### config.mk
export PLATFORM = sky130hd
export DESIGN_NAME = io_port_ctrl_flat
export DESIGN_NICKNAME = d
export VERILOG_FILES = /design/src/rtl/io_port_ctrl_if.sv /design/src/rtl/io_port_ctrl.sv /design/src/flat_wrapper.sv
export SDC_FILE = /design/constraint.sdc
export NUM_CORES = 1
export LEC_CHECK = 0
export CORE_ASPECT_RATIO = 0.6
export CORE_MARGIN = 2
export CORE_UTILIZATION = 40
export DETAILED_ROUTE_END_ITERATION = 10
export GPL_TIMING_DRIVEN = 0
export PLACE_DENSITY = 0.65
export SLEW_MARGIN = 10
export SYNTH_ARGS = -nofsm -noshare
export SYNTH_HDL_FRONTEND = slang
export SYNTH_SLANG_ARGS = --single-unit
### constraint.sdc
create_clock -name clk -period 7.1 [get_ports clk]
set_clock_uncertainty 0.15 [all_clocks]
set_input_delay 1.42 -clock clk [delete_from_list [all_inputs] [get_ports clk]]
set_output_delay 1.42 -clock clk [all_outputs]
set_load 0.05 [all_outputs]
### src/rtl/io_port_ctrl_if.sv
// Bus bundle for io_port_ctrl: external byte source/sink, core IN/OUT port side,
// interrupt request and status. The slave modport is the controller side.
interface io_port_ctrl_if #(
  parameter int IN_DEPTH = 4
);
  // valid/ready: a byte moves on a rising edge where both valid and ready are 1;
  // the source holds data/valid stable while valid && !ready.
  logic [7:0]                ext_in_data;
  logic                      ext_in_valid;
  logic                      ext_in_ready;
  logic [7:0]                In_port;
  logic                      in_ack;
  logic                      int_req;
  logic [7:0]                Out_port;
  logic                      out_we;
  logic [7:0]                ext_out_data;
  logic                      ext_out_valid;
  logic                      ext_out_ready;
  logic [$clog2(IN_DEPTH):0] in_count;
  logic                      out_ovf;
  logic [1:0]                irq_state;

  modport slave (
    input  ext_in_data, ext_in_valid, in_ack, Out_port, out_we, ext_out_ready,
    output ext_in_ready, In_port, int_req, ext_out_data, ext_out_valid,
           in_count, out_ovf, irq_state
  );

  modport master (
    output ext_in_data, ext_in_valid, in_ack, Out_port, out_we, ext_out_ready,
    input  ext_in_ready, In_port, int_req, ext_out_data, ext_out_valid,
           in_count, out_ovf, irq_state
  );
endinterface

### src/rtl/io_port_ctrl.sv
// Core IO port controller: show-ahead input FIFO, output FIFO with sticky overflow,
// and an input-arrival interrupt FSM built only when IO_PORT_INT_EN is defined.
module io_port_ctrl #(
  parameter int IN_DEPTH  = 4,
  parameter int OUT_DEPTH = 4,
  parameter int INT_WIDTH = 2
) (
  input logic           clk,
  input logic           rst,
  io_port_ctrl_if.slave bus
);
  localparam int IAW = $clog2(IN_DEPTH);
  localparam int OAW = $clog2(OUT_DEPTH);
  localparam logic [IAW:0] IN_FULL  = IN_DEPTH[IAW:0];
  localparam logic [OAW:0] OUT_FULL = OUT_DEPTH[OAW:0];

  logic [7:0]     in_mem [IN_DEPTH];
  logic [IAW-1:0] in_wr;
  logic [IAW-1:0] in_rd;
  logic [IAW:0]   in_cnt;
  logic           in_live;
  logic           in_push;
  logic           in_pop;

  logic [7:0]     out_mem [OUT_DEPTH];
  logic [OAW-1:0] out_wr;
  logic [OAW-1:0] out_rd;
  logic [OAW:0]   out_cnt;
  logic           out_push;
  logic           out_pop;
  logic           ovf;

  // in_live keeps ready low while in reset and on the first edge after it
  assign bus.ext_in_ready = in_live && (in_cnt != IN_FULL);
  assign in_push          = bus.ext_in_valid && bus.ext_in_ready;
  assign in_pop           = bus.in_ack && (in_cnt != '0);
  assign bus.In_port      = (in_cnt != '0) ? in_mem[in_rd] : 8'h00;
  assign bus.in_count     = in_cnt;

  always_ff @(posedge clk) begin
    if (!rst) begin
      in_wr   <= '0;
      in_rd   <= '0;
      in_cnt  <= '0;
      in_live <= 1'b0;
    end else begin
      in_live <= 1'b1;
      if (in_push) in_wr <= in_wr + 1'b1;
      if (in_pop)  in_rd <= in_rd + 1'b1;
      case ({in_push, in_pop})
        2'b10:   in_cnt <= in_cnt + 1'b1;
        2'b01:   in_cnt <= in_cnt - 1'b1;
        default: in_cnt <= in_cnt;
      endcase
    end
  end

  always_ff @(posedge clk) begin
    if (in_push) in_mem[in_wr] <= bus.ext_in_data;
  end

  // A full output FIFO still accepts a write when the sink drains a byte that edge
  assign out_pop           = (out_cnt != '0) && bus.ext_out_ready;
  assign out_push          = bus.out_we && ((out_cnt != OUT_FULL) || out_pop);
  assign bus.ext_out_valid = (out_cnt != '0);
  assign bus.ext_out_data  = (out_cnt != '0) ? out_mem[out_rd] : 8'h00;
  assign bus.out_ovf       = ovf;

  always_ff @(posedge clk) begin
    if (!rst) begin
      out_wr  <= '0;
      out_rd  <= '0;
      out_cnt <= '0;
      ovf     <= 1'b0;
    end else begin
      if (out_push) out_wr <= out_wr + 1'b1;
      if (out_pop)  out_rd <= out_rd + 1'b1;
      if (bus.out_we && !out_push) ovf <= 1'b1;
      case ({out_push, out_pop})
        2'b10:   out_cnt <= out_cnt + 1'b1;
        2'b01:   out_cnt <= out_cnt - 1'b1;
        default: out_cnt <= out_cnt;
      endcase
    end
  end

  always_ff @(posedge clk) begin
    if (out_push) out_mem[out_wr] <= bus.Out_port;
  end

`ifdef IO_PORT_INT_EN
  localparam int CW = $clog2(INT_WIDTH + 1);
  localparam logic [CW-1:0] PULSE_LAST = CW'(INT_WIDTH - 1);

  typedef enum logic [1:0] {
    IDLE  = 2'd0,
    PULSE = 2'd1,
    WAIT  = 2'd2
  } irq_state_t;

  irq_state_t    state;
  logic [CW-1:0] pulse_cnt;
  logic          int_q;

  // A push landing on the same edge WAIT sees the FIFO empty counts as a fresh arrival
  always_ff @(posedge clk) begin
    if (!rst) begin
      state     <= IDLE;
      pulse_cnt <= '0;
      int_q     <= 1'b0;
    end else begin
      case (state)
        IDLE: begin
          if (in_cnt == '0 && in_push) begin
            state     <= PULSE;
            pulse_cnt <= '0;
            int_q     <= 1'b1;
          end
        end
        PULSE: begin
          if (pulse_cnt == PULSE_LAST) begin
            state <= WAIT;
            int_q <= 1'b0;
          end else begin
            pulse_cnt <= pulse_cnt + 1'b1;
          end
        end
        WAIT: begin
          if (in_cnt == '0) begin
            if (in_push) begin
              state     <= PULSE;
              pulse_cnt <= '0;
              int_q     <= 1'b1;
            end else begin
              state <= IDLE;
            end
          end
        end
        default: begin
          state <= IDLE;
          int_q <= 1'b0;
        end
      endcase
    end
  end

  assign bus.int_req   = int_q;
  assign bus.irq_state = state;
`else
  assign bus.int_req   = 1'b0;
  assign bus.irq_state = 2'd0;
`endif
endmodule

### src/flat_wrapper.sv
// flat-port wrapper written by rule: the top's interface ports become plain ports
module io_port_ctrl_flat 
#(
  parameter int IN_DEPTH  = 4,
  parameter int OUT_DEPTH = 4,
  parameter int INT_WIDTH = 2
)
  (clk, rst, bus_ext_in_data, bus_ext_in_valid, bus_in_ack, bus_Out_port, bus_out_we, bus_ext_out_ready, bus_ext_in_ready, bus_In_port, bus_int_req, bus_ext_out_data, bus_ext_out_valid, bus_in_count, bus_out_ovf, bus_irq_state);
  io_port_ctrl_if #(.IN_DEPTH(IN_DEPTH)) bus_i ();
  input logic clk;
  input logic rst;
  input wire logic [$bits(bus_i.ext_in_data)-1:0] bus_ext_in_data;
  input wire logic [$bits(bus_i.ext_in_valid)-1:0] bus_ext_in_valid;
  input wire logic [$bits(bus_i.in_ack)-1:0] bus_in_ack;
  input wire logic [$bits(bus_i.Out_port)-1:0] bus_Out_port;
  input wire logic [$bits(bus_i.out_we)-1:0] bus_out_we;
  input wire logic [$bits(bus_i.ext_out_ready)-1:0] bus_ext_out_ready;
  output wire logic [$bits(bus_i.ext_in_ready)-1:0] bus_ext_in_ready;
  output wire logic [$bits(bus_i.In_port)-1:0] bus_In_port;
  output wire logic [$bits(bus_i.int_req)-1:0] bus_int_req;
  output wire logic [$bits(bus_i.ext_out_data)-1:0] bus_ext_out_data;
  output wire logic [$bits(bus_i.ext_out_valid)-1:0] bus_ext_out_valid;
  output wire logic [$bits(bus_i.in_count)-1:0] bus_in_count;
  output wire logic [$bits(bus_i.out_ovf)-1:0] bus_out_ovf;
  output wire logic [$bits(bus_i.irq_state)-1:0] bus_irq_state;
  assign bus_i.ext_in_data = bus_ext_in_data;
  assign bus_i.ext_in_valid = bus_ext_in_valid;
  assign bus_i.in_ack = bus_in_ack;
  assign bus_i.Out_port = bus_Out_port;
  assign bus_i.out_we = bus_out_we;
  assign bus_i.ext_out_ready = bus_ext_out_ready;
  assign bus_ext_in_ready = bus_i.ext_in_ready;
  assign bus_In_port = bus_i.In_port;
  assign bus_int_req = bus_i.int_req;
  assign bus_ext_out_data = bus_i.ext_out_data;
  assign bus_ext_out_valid = bus_i.ext_out_valid;
  assign bus_in_count = bus_i.in_count;
  assign bus_out_ovf = bus_i.out_ovf;
  assign bus_irq_state = bus_i.irq_state;
  io_port_ctrl #(.IN_DEPTH(IN_DEPTH), .OUT_DEPTH(OUT_DEPTH), .INT_WIDTH(INT_WIDTH)) u_core (.clk(clk), .rst(rst), .bus(bus_i));
endmodule
==> flow_summary.toml, run 1 <==
[sta]
setup_tns_ns = 0
timing.final.crit_share = 0.527
worst_slew_pin_slew_ns = 0.717
fmax_mhz = 267
period_needed_ns = 3.74
finalMaxSlewViolations = 0
grt_setup_unrepaired = "no"
max_slew_margin = 0.522
setup_viol = 0
hold_viol_final = 0

[clocking]
ctsHoldBuffers = 0
cts_resized = 0
htree_num_levels = 3
cts_sinks = 84
root_buffer = "clkbuf_16"
clk_pin_slew_ns = 0.06
cts_buffers = 9
tritoncts = "done"
cts_buffer_depth = 2
cts_setup_buffers = 0
clk_latency_ns = 0.33

[route]
vias = 1826
vias_per_cell = 4.65
drt_iter0_markers = 119
ant_nets = 0
avgRoutedWirePerCell_um = 14.5
drtPass1Iterations = 4
wl_um = 5680
drc = 0

[synthesis]
synthFlopType = "edfxtp_1"
yosysMostFrequentCell = "edfxtp_1"
ys_warn_count = 0
syn_avg_cell_area_um2 = 15.9
synth_cell_types = 29
synth_area_leader_cell = "edfxtp_1"
ys_async_sr_fraction = 0
synth_top_cells_by_count = "edfxtp_1, dfxtp_1, nor2b_1"
synth_edf_count = 64
synthDominantCellAreaShare = 0.549
netlist_area_um2 = 3500
synthTopCellsByArea = "edfxtp_1, dfxtp_1, mux4_2"
synth-seq-cells = 84
seq_area_frac_synth = 0.664
syn_inst = 220

[floorplan]
num_io_pins = 47
die_w_um = 125
num_rows = 26
fp.dieArea_um2 = 9530
core_um2 = 8490
dieHeight_um = 76.4
start_util = 0.412

[final_layout]
seqCellArea_um2 = 2320
syn2layout_area_growth_pct = 24.7
fin_area_um2 = 4360
fillCellCount = 698
fin_nets = 310
antenna_cells = 0
multi_input_area_um2 = 1050
final_layout_size_suffix_gt1_frac = 0.149

[pwr]
p_sw_mw = 0.617
p_leak_nw = 1.47
clkPwrFrac = 0.255
comb_power_share = 0.392
p_total_mw = 1.73
cellPowerDensity_nw_per_um2 = 397
switching_share = 0.357
p_seq_frac = 0.352
internal_power_mw = 1.11
vdd_ir_drop_max_mv = 0.152

[place]
place_congestion = 0.755
dp_hpwl_um = 4130
portBuffers = 43
dpl_cell_area_um2 = 4080

[setup_path]
crit_path_max_fanout = 8
worst-path-buf-inv = 2
end_kind = "output pin"
cp.arrival_ns = 2.17
path_cells = "buf_6, mux4_2, nor2b_1, clkdlybuf4s50_1"
reg2reg_slack_ns = 4.61
start_kind = "flip-flop"
critPathKind = "reg -> out"
crit_slowest_cell = "clkdlybuf4s50_1"
slowest_delay_ns = 0.69
worstPathRequired_ns = 5.53
critPathTopFamily = "buffers and inverters"

[global_routing]
grt_overflow = 0
track_usage = 0.130
grt_pass1_vias = 1781
antenna_found_initial = 0
grt_max_degree = 15
grt_pass1_wl_um = 9110

[flow_run]
drv_cap = 0

[status]
outcome = "finished, final reports clean"

[hold_path]
hold_path.class = "reg -> reg"
==> cells in the final DEF (no fill, tap or decap), types with 3 or more instances in the layout <==
| master | instances |
|---|---|
| a21boi_1 | 3 |
| and2_1 | 12 |
| buf_4 | 4 |
| buf_6 | 3 |
| clkbuf_1 | 3 |
| clkbuf_16 | 9 |
| clkdlybuf4s50_1 | 43 |
| conb_1 | 3 |
| dfxtp_1 | 20 |
| edfxtp_1 | 64 |
| ha_1 | 10 |
| inv_1 | 13 |
| mux2i_1 | 4 |
| mux4_2 | 16 |
| nand2_1 | 15 |
| nor2b_1 | 20 |
| o21ai_0 | 10 |
| or3_1 | 4 |
==> state kept, by name (all words and copies together), names as in the netlist, named ones only <==
signal / flops
u_core.in_wr: 2
u_core.bus.in_count: 3
u_core.bus.out_ovf: 1
u_core.out_rd: 2
u_core.out_wr: 2
u_core.in_live: 1
u_core.in_rd: 2
u_core.out_mem: 32
u_core.out_cnt: 3
u_core.in_mem: 32
==> final cells by class <==
cell class / count / area share
tap: 112 / 0.0321
clock buffer: 11 / 0.0533
inverter: 13 / 0.0112
buffer: 12 / 0.0201
clock inverter: 5 / 0.0123
sequential: 84 / 0.532
multi-input combinational: 113 / 0.240
timing repair buffer: 43 / 0.0987
==> path summary, 6_finish.rpt <==
kind | start | to | cells after the start
worst min register to register | u_core.out_rd[1]$_SDFFE_PN0P_ | u_core.out_rd[1]$_SDFFE_PN0P_ | 2
worst min-delay path | u_core.out_rd[1]$_SDFFE_PN0P_ | u_core.out_rd[1]$_SDFFE_PN0P_ | 2
worst max-delay path | flip-flop | bus_In_port[1] | 4
worst max register to register | u_core.bus.in_count[0]$_SDFFE_PN0P_ | u_core.bus.in_count[2]$_SDFFE_PN0P_ | 9
==> worst min-delay path, cell delays in order (launching register included) <==
cell and delay, ns:
dfxtp_1 0.30, o21ai_0 0.07, a21boi_1 0.07
==> logic make-up (layout without fill, tap and decap cells) <==
kind of cell,Yosys count,in the layout,share of synthesized area
adders and majority gates,12,12,0.0472
and+or+nand+nor,57,57,0.0966
buffers and inverters,25,84,0.0390
DFF,84,84,0.664
AOI/OAI and AO/OA,17,17,0.0279
muxes,20,20,0.114
xor gates and xnor gates,4,4,0.0100
other,1,3,0.00107
==> metrics by stage <==
step	cells	hold WS (ns)	utilization	worst slack, ns
2_1_floorplan	222	0.306	-	3.57
3_3_place_gp	377	0.315	0.480	3.17
5_1_grt	393	0.382	0.514	3.28
4_1_cts	393	0.344	0.514	3.34
3_5_place_dp	377	0.337	0.480	3.16
6_report	393	0.341	0.514	3.36
==> power groups by stage <==
stage	Sequential (mW)	Combinational (mW)	Clock [mW]
after floorplan	0.636	0.470	0
after global placement	0.619	0.683	0
after detailed placement	0.620	0.687	0
after CTS	0.610	0.688	0.452
after global routing	0.616	0.734	0.475
final	0.610	0.679	0.442
==> layer usage <==
| metal | GRT usage | wire [um] | up-vias |
|---|---|---|---|
| li1 | - | - | 904 |
| met5 | 0 | 0 | - |
| met1 | 0.174 | 2780 | 871 |
| met3 | 0.0618 | 358 | 6 |
| met4 | 0.0472 | 87 | 0 |
| met2 | 0.185 | 2460 | 45 |
Power figures use the tool's default switching activity.
==> inputs of run 2 (changes only) <==
Settings changed: PLACE_DENSITY 0.65 to 0.68.
Clock period 7.1 ns to 3.4 ns, I/O delays scaled along.
==> run 2 against run 1 <==
Net effect:
- largest power group unchanged
- cell area is the same
- via count up 3.9%
- clock power rose by 110%
- die area unchanged
- highest routed layer unchanged
- clock-buffer cell count increased by 1
- critical endpoint is now bus_In_port[2]
- critical path type unchanged
==> flow_summary.toml, run 2 (synthesis gave the netlist of run 1 again) <==
[status]
outcome = "finished, final reports clean"

[sta]
setup_tns_ns = 0
period_needed_ns = 3.00
timing.final.crit_share = 0.883
finalMaxSlewViolations = 0
worst_slew_pin_slew_ns = 0.689
setup_viol = 0
hold_viol_final = 0
grt_setup_unrepaired = "no"
max_slew_margin = 0.541
hold_ws_ns = 0.335
fmax_mhz = 333

[final_layout]
multi_input_area_um2 = 1050
top_regs = "u_core.in_mem (32), u_core.out_mem (32)"
seqCellArea_um2 = 2320
fin_nets = 310
fillCellCount = 697
final_cell_mix = "edfxtp_1, clkdlybuf4s50_1, nor2b_1, dfxtp_1, mux4_2"
syn2layout_area_growth_pct = 24.7
antenna_cells = 0
final_common_cell = "edfxtp_1"
final_layout_size_suffix_gt1_frac = 0.149

[setup_path]
start_kind = "flip-flop"
critPathTopFamily = "buffers and inverters"
path_cells = "buf_6, mux4_2, nor2b_1, clkdlybuf4s50_1"
cp.arrival_ns = 2.17
worst-path-buf-inv = 2
worstPathRequired_ns = 2.57
slowest_delay_ns = 0.69
critPathKind = "reg -> out"
crit_slowest_cell = "clkdlybuf4s50_1"
end_kind = "output pin"
crit_path_max_fanout = 8

[floorplan]
die_w_um = 125
dieHeight_um = 76.4
start_util = 0.412
core_um2 = 8490
fp.dieArea_um2 = 9530
num_io_pins = 47
num_rows = 26

[route]
ant_nets = 0
vias = 1897
avgRoutedWirePerCell_um = 15.9
vias_per_cell = 4.83
drtPass1Iterations = 4
drt_iter0_markers = 103
wl_um = 6230
drc = 0

[clocking]
ctsHoldBuffers = 0
root_buffer = "clkbuf_16"
cts_setup_buffers = 0
cts_resized = 0
tritoncts = "done"
htree_num_levels = 3
cts_buffer_depth = 2
clk_latency_ns = 0.33
cts_sinks = 84
clk_pin_slew_ns = 0.06
cts_buffers = 9

[global_routing]
antenna_found_initial = 0
grt_pass1_wl_um = 9870
busiest_layer = "met2"
grt_overflow = 0
grt_pass1_vias = 1961
track_usage = 0.137
use_met1 = 0.186
grt_max_degree = 14
grt.met2_usage = 0.205
use_met3 = 0.0478

[flow_run]
drv_cap = 0

[pwr]
p_total_mw = 3.64
vdd_ir_drop_max_mv = 0.308
cellPowerDensity_nw_per_um2 = 833
p_leak_nw = 1.47

[place]
place_congestion = 0.744
dp_hpwl_um = 4470
portBuffers = 43

[hold_path]
hold_path.class = "reg -> reg"
==> run 2: power by group <==
| part | total, mW | internal, mW | switching, mW |
|---|---|---|---|
| Combinational | 1.43 | 0.551 | 0.877 |
| Sequential | 1.28 | 1.21 | 0.0660 |
| Clock | 0.933 | 0.568 | 0.365 |
| Total | 3.64 | 2.33 | 1.31 |
==> run 2: stage by stage <==
step / area (um2) / instances / utilization / setup WS (ns)
2_1_floorplan: 3510 / 222 / - / 0.607
3_3_place_gp: 4080 / 377 / 0.480 / 0.212
3_5_place_dp: 4080 / 377 / 0.480 / 0.155
4_1_cts: 4360 / 393 / 0.514 / 0.369
5_1_grt: 4360 / 393 / 0.514 / 0.286
6_report: 4360 / 393 / 0.514 / 0.398
==> run 2: worst register-to-register path, cell delays in order, from the launching register on <==
cell and delay (ns):
dfxtp_1 0.36, nor4b_2 0.41, nor2b_1 0.10, buf_6 0.15, inv_1 0.05, ha_1 0.16, inv_1 0.06, fa_1 0.38
xor2_1 0.16, or3_1 0.31, a21boi_1 0.14
==> run 2: path summary, 6_finish.rpt <==
kind	startpoint	to	cells after the start	slack, ns
worst min-delay path	u_core.in_rd[1]$_SDFFE_PN0P_	u_core.in_rd[1]$_SDFFE_PN0P_	2	0.34
worst min register to register	u_core.in_rd[1]$_SDFFE_PN0P_	u_core.in_rd[1]$_SDFFE_PN0P_	2	0.34
worst max-delay path	flip-flop	bus_In_port[2]	4	0.40
worst max register to register	u_core.out_cnt[0]$_SDFFE_PN0P_	u_core.out_cnt[2]$_SDFFE_PN0P_	10	0.91
==> run 2: final cells by class <==
cell class,instances,share of cell area
Sequential cell,84,0.532
Multi-Input combinational cell,113,0.240
Timing Repair Buffer,43,0.0987
Clock buffer,12,0.0542
Tap cell,112,0.0321
Buffer,12,0.0201
Clock inverter,4,0.0115
Inverter,13,0.0112
==> run 2: per-layer routing <==
metal	vias up	share of wire	routed length (um)
met5	-	0	0
met4	0	0.012	73
met3	6	0.055	340
met2	46	0.47	2930
met1	937	0.46	2890
li1	908	-	-
==> inputs of run 3 (changes only) <==
Settings changed: CAP_MARGIN set to 20, REMOVE_ABC_BUFFERS set to 1.
==> run 3 against run 2 <==
Net effect:
- first-iteration DRC count is 80% higher
- highest routed layer unchanged
- global-route usage is 0.62 points lower
- critical path type unchanged
- register-to-register slack worse by 0.10 ns
- via count decreased by 3.1%
- sequential share of layout area increased by 0.44 points
==> flow_summary.toml, run 3 (synthesis gave the netlist of run 1 again) <==
[status]
outcome = "finished, final reports clean"

[clocking]
htree_num_levels = 3
tritoncts = "done"
cts_setup_buffers = 0
cts_buffer_depth = 2
root_buffer = "clkbuf_16"
cts_buffers = 9
cts_sinks = 84
clk_latency_ns = 0.33
ctsHoldBuffers = 0
clk_pin_slew_ns = 0.06

[sta]
grt_setup_unrepaired = "no"
setup_viol = 0
worst_slew_pin_slew_ns = 0.839
fmax_mhz = 322
finalMaxSlewViolations = 0
fin_ws_ns = 0.297
timing.final.crit_share = 0.913
period_needed_ns = 3.10
setup_tns_ns = 0
max_slew_margin = 0.438
hold_viol_final = 0

[global_routing]
grt_max_degree = 23
grt_pass1_vias = 1839
track_usage = 0.131
antenna_found_initial = 0
grt_overflow = 0
grt_pass1_wl_um = 9450

[route]
drc = 0
drt_iter0_markers = 185
vias = 1838
vias_per_cell = 4.82
drtPass1Iterations = 7
ant_nets = 0
wl_um = 5710
avgRoutedWirePerCell_um = 15.0

[setup_path]
start_kind = "flip-flop"
path_cells = "nor3_2, nor2b_1, clkdlybuf4s50_1"
critPathTopFamily = "simple AND/OR/NAND/NOR gates"
crit_path_max_fanout = 12
slowest_delay_ns = 0.74
cp.arrival_ns = 2.27
end_kind = "output pin"
worstPathRequired_ns = 2.57
crit_slowest_cell = "clkdlybuf4s50_1"
critPathKind = "reg -> out"
worst-path-buf-inv = 1

[pwr]
vdd_ir_drop_max_mv = 0.294
p_sw_mw = 1.29
internal_power_mw = 2.43
comb_power_share = 0.352
p_leak_nw = 1.45
switching_share = 0.347
clkPwrFrac = 0.291
p_seq_frac = 0.357
cellPowerDensity_nw_per_um2 = 861
p_total_mw = 3.73

[place]
dpl_cell_area_um2 = 3990
place_ws_ns = 0.244
portBuffers = 43
dp_hpwl_um = 4000
place_congestion = 0.736

[final_layout]
final_layout_size_suffix_gt1_frac = 0.130
final_cell_mix = "edfxtp_1, clkdlybuf4s50_1, nor2b_1"
top_regs = "u_core.in_mem (32), u_core.out_mem (32)"
syn2layout_area_growth_pct = 23.8
fin_area_um2 = 4330
fin_nets = 298
antenna_cells = 0
final_common_cell = "edfxtp_1"

[floorplan]
dieHeight_um = 76.4
num_io_pins = 47
fp.dieArea_um2 = 9530
start_util = 0.412
die_w_um = 125
core_um2 = 8490
num_rows = 26

[flow_run]
drv_cap = 0

[hold_path]
hold_path.class = "reg -> reg"
-- run 3: changes by cell type in the layout (fill, tap and decap cells not counted) --
cell        before  now
buf_2            2    0
buf_4            4    0
buf_6            3    0
bufinv_16        1    3
clkbuf_1         4    2
clkbuf_2         2    0
clkinvlp_4       2    1
dfxtp_1         20   18
dfxtp_2          0    2
nor3_1           1    0
nor3_2           1    2
-- run 3: worst paths after layout --
| check | start | to | slack [ns] | depth (start not counted) |
|---|---|---|---|---|
| max | u_core.bus.in_count[2]$_SDFFE_PN0P_ | bus_In_port[2] | 0.30 | 3 |
| min | u_core.out_rd[0]$_SDFFE_PN0P_ | flip-flop | 0.33 | 2 |
| max reg2reg | u_core.bus.in_count[2]$_SDFFE_PN0P_ | u_core.bus.in_count[2]$_SDFFE_PN0P_ | 0.81 | 8 |
| min reg2reg | u_core.out_rd[0]$_SDFFE_PN0P_ | flip-flop | 0.33 | 2 |
-- run 3: worst min-delay path, cell delays in order (launching register included) --
cell and delay (ns):
dfxtp_1 0.32, nand2_1 0.07, o21ai_0 0.06
-- run 3: repair_timing --
item | CTS | global route
endpoints found under the hold margin | 0 | 0
endpoints found under the setup margin | 0 | 10
gates resized for setup | 0 | 2
-- run 3: layout make-up --
| cell class | instances | area [um2] |
|---|---|---|
| tap | 112 | 140 |
| inverter | 13 | 48.8 |
| timing repair buffer | 43 | 430 |
| clock buffer | 11 | 233 |
| fill | 695 | 4160 |
| sequential | 84 | 2320 |
| clock inverter | 5 | 103 |
| multi-input combinational | 113 | 1050 |
-- run 3: stage by stage --
| step | util | hold slack (ns) | cells |
|---|---|---|---|
| finish | 0.510 | 0.333 | 381 |
| global route | 0.510 | 0.374 | 381 |
| CTS | 0.510 | 0.345 | 381 |
| detailed placement | 0.470 | 0.336 | 365 |
| global placement | 0.470 | 0.314 | 365 |
| floorplan | - | 0.306 | 210 |
-- run 3: routing by layer --
metal	routed length, um	track usage	vias to the layer above
met3	208	0.0428	9
met5	0	0	-
met4	96	0.0539	0
met2	2450	0.179	40
met1	2960	0.190	905
li1	-	-	884
-- run 3: power by group through the flow --
stage,combinational (mW),sequential [mW],clock [mW]
finish,1.31,1.33,1.08
detailed placement,1.33,1.35,0
global placement,1.32,1.35,0
CTS,1.33,1.33,1.10
global route,1.42,1.35,1.15
floorplan,0.889,1.36,0
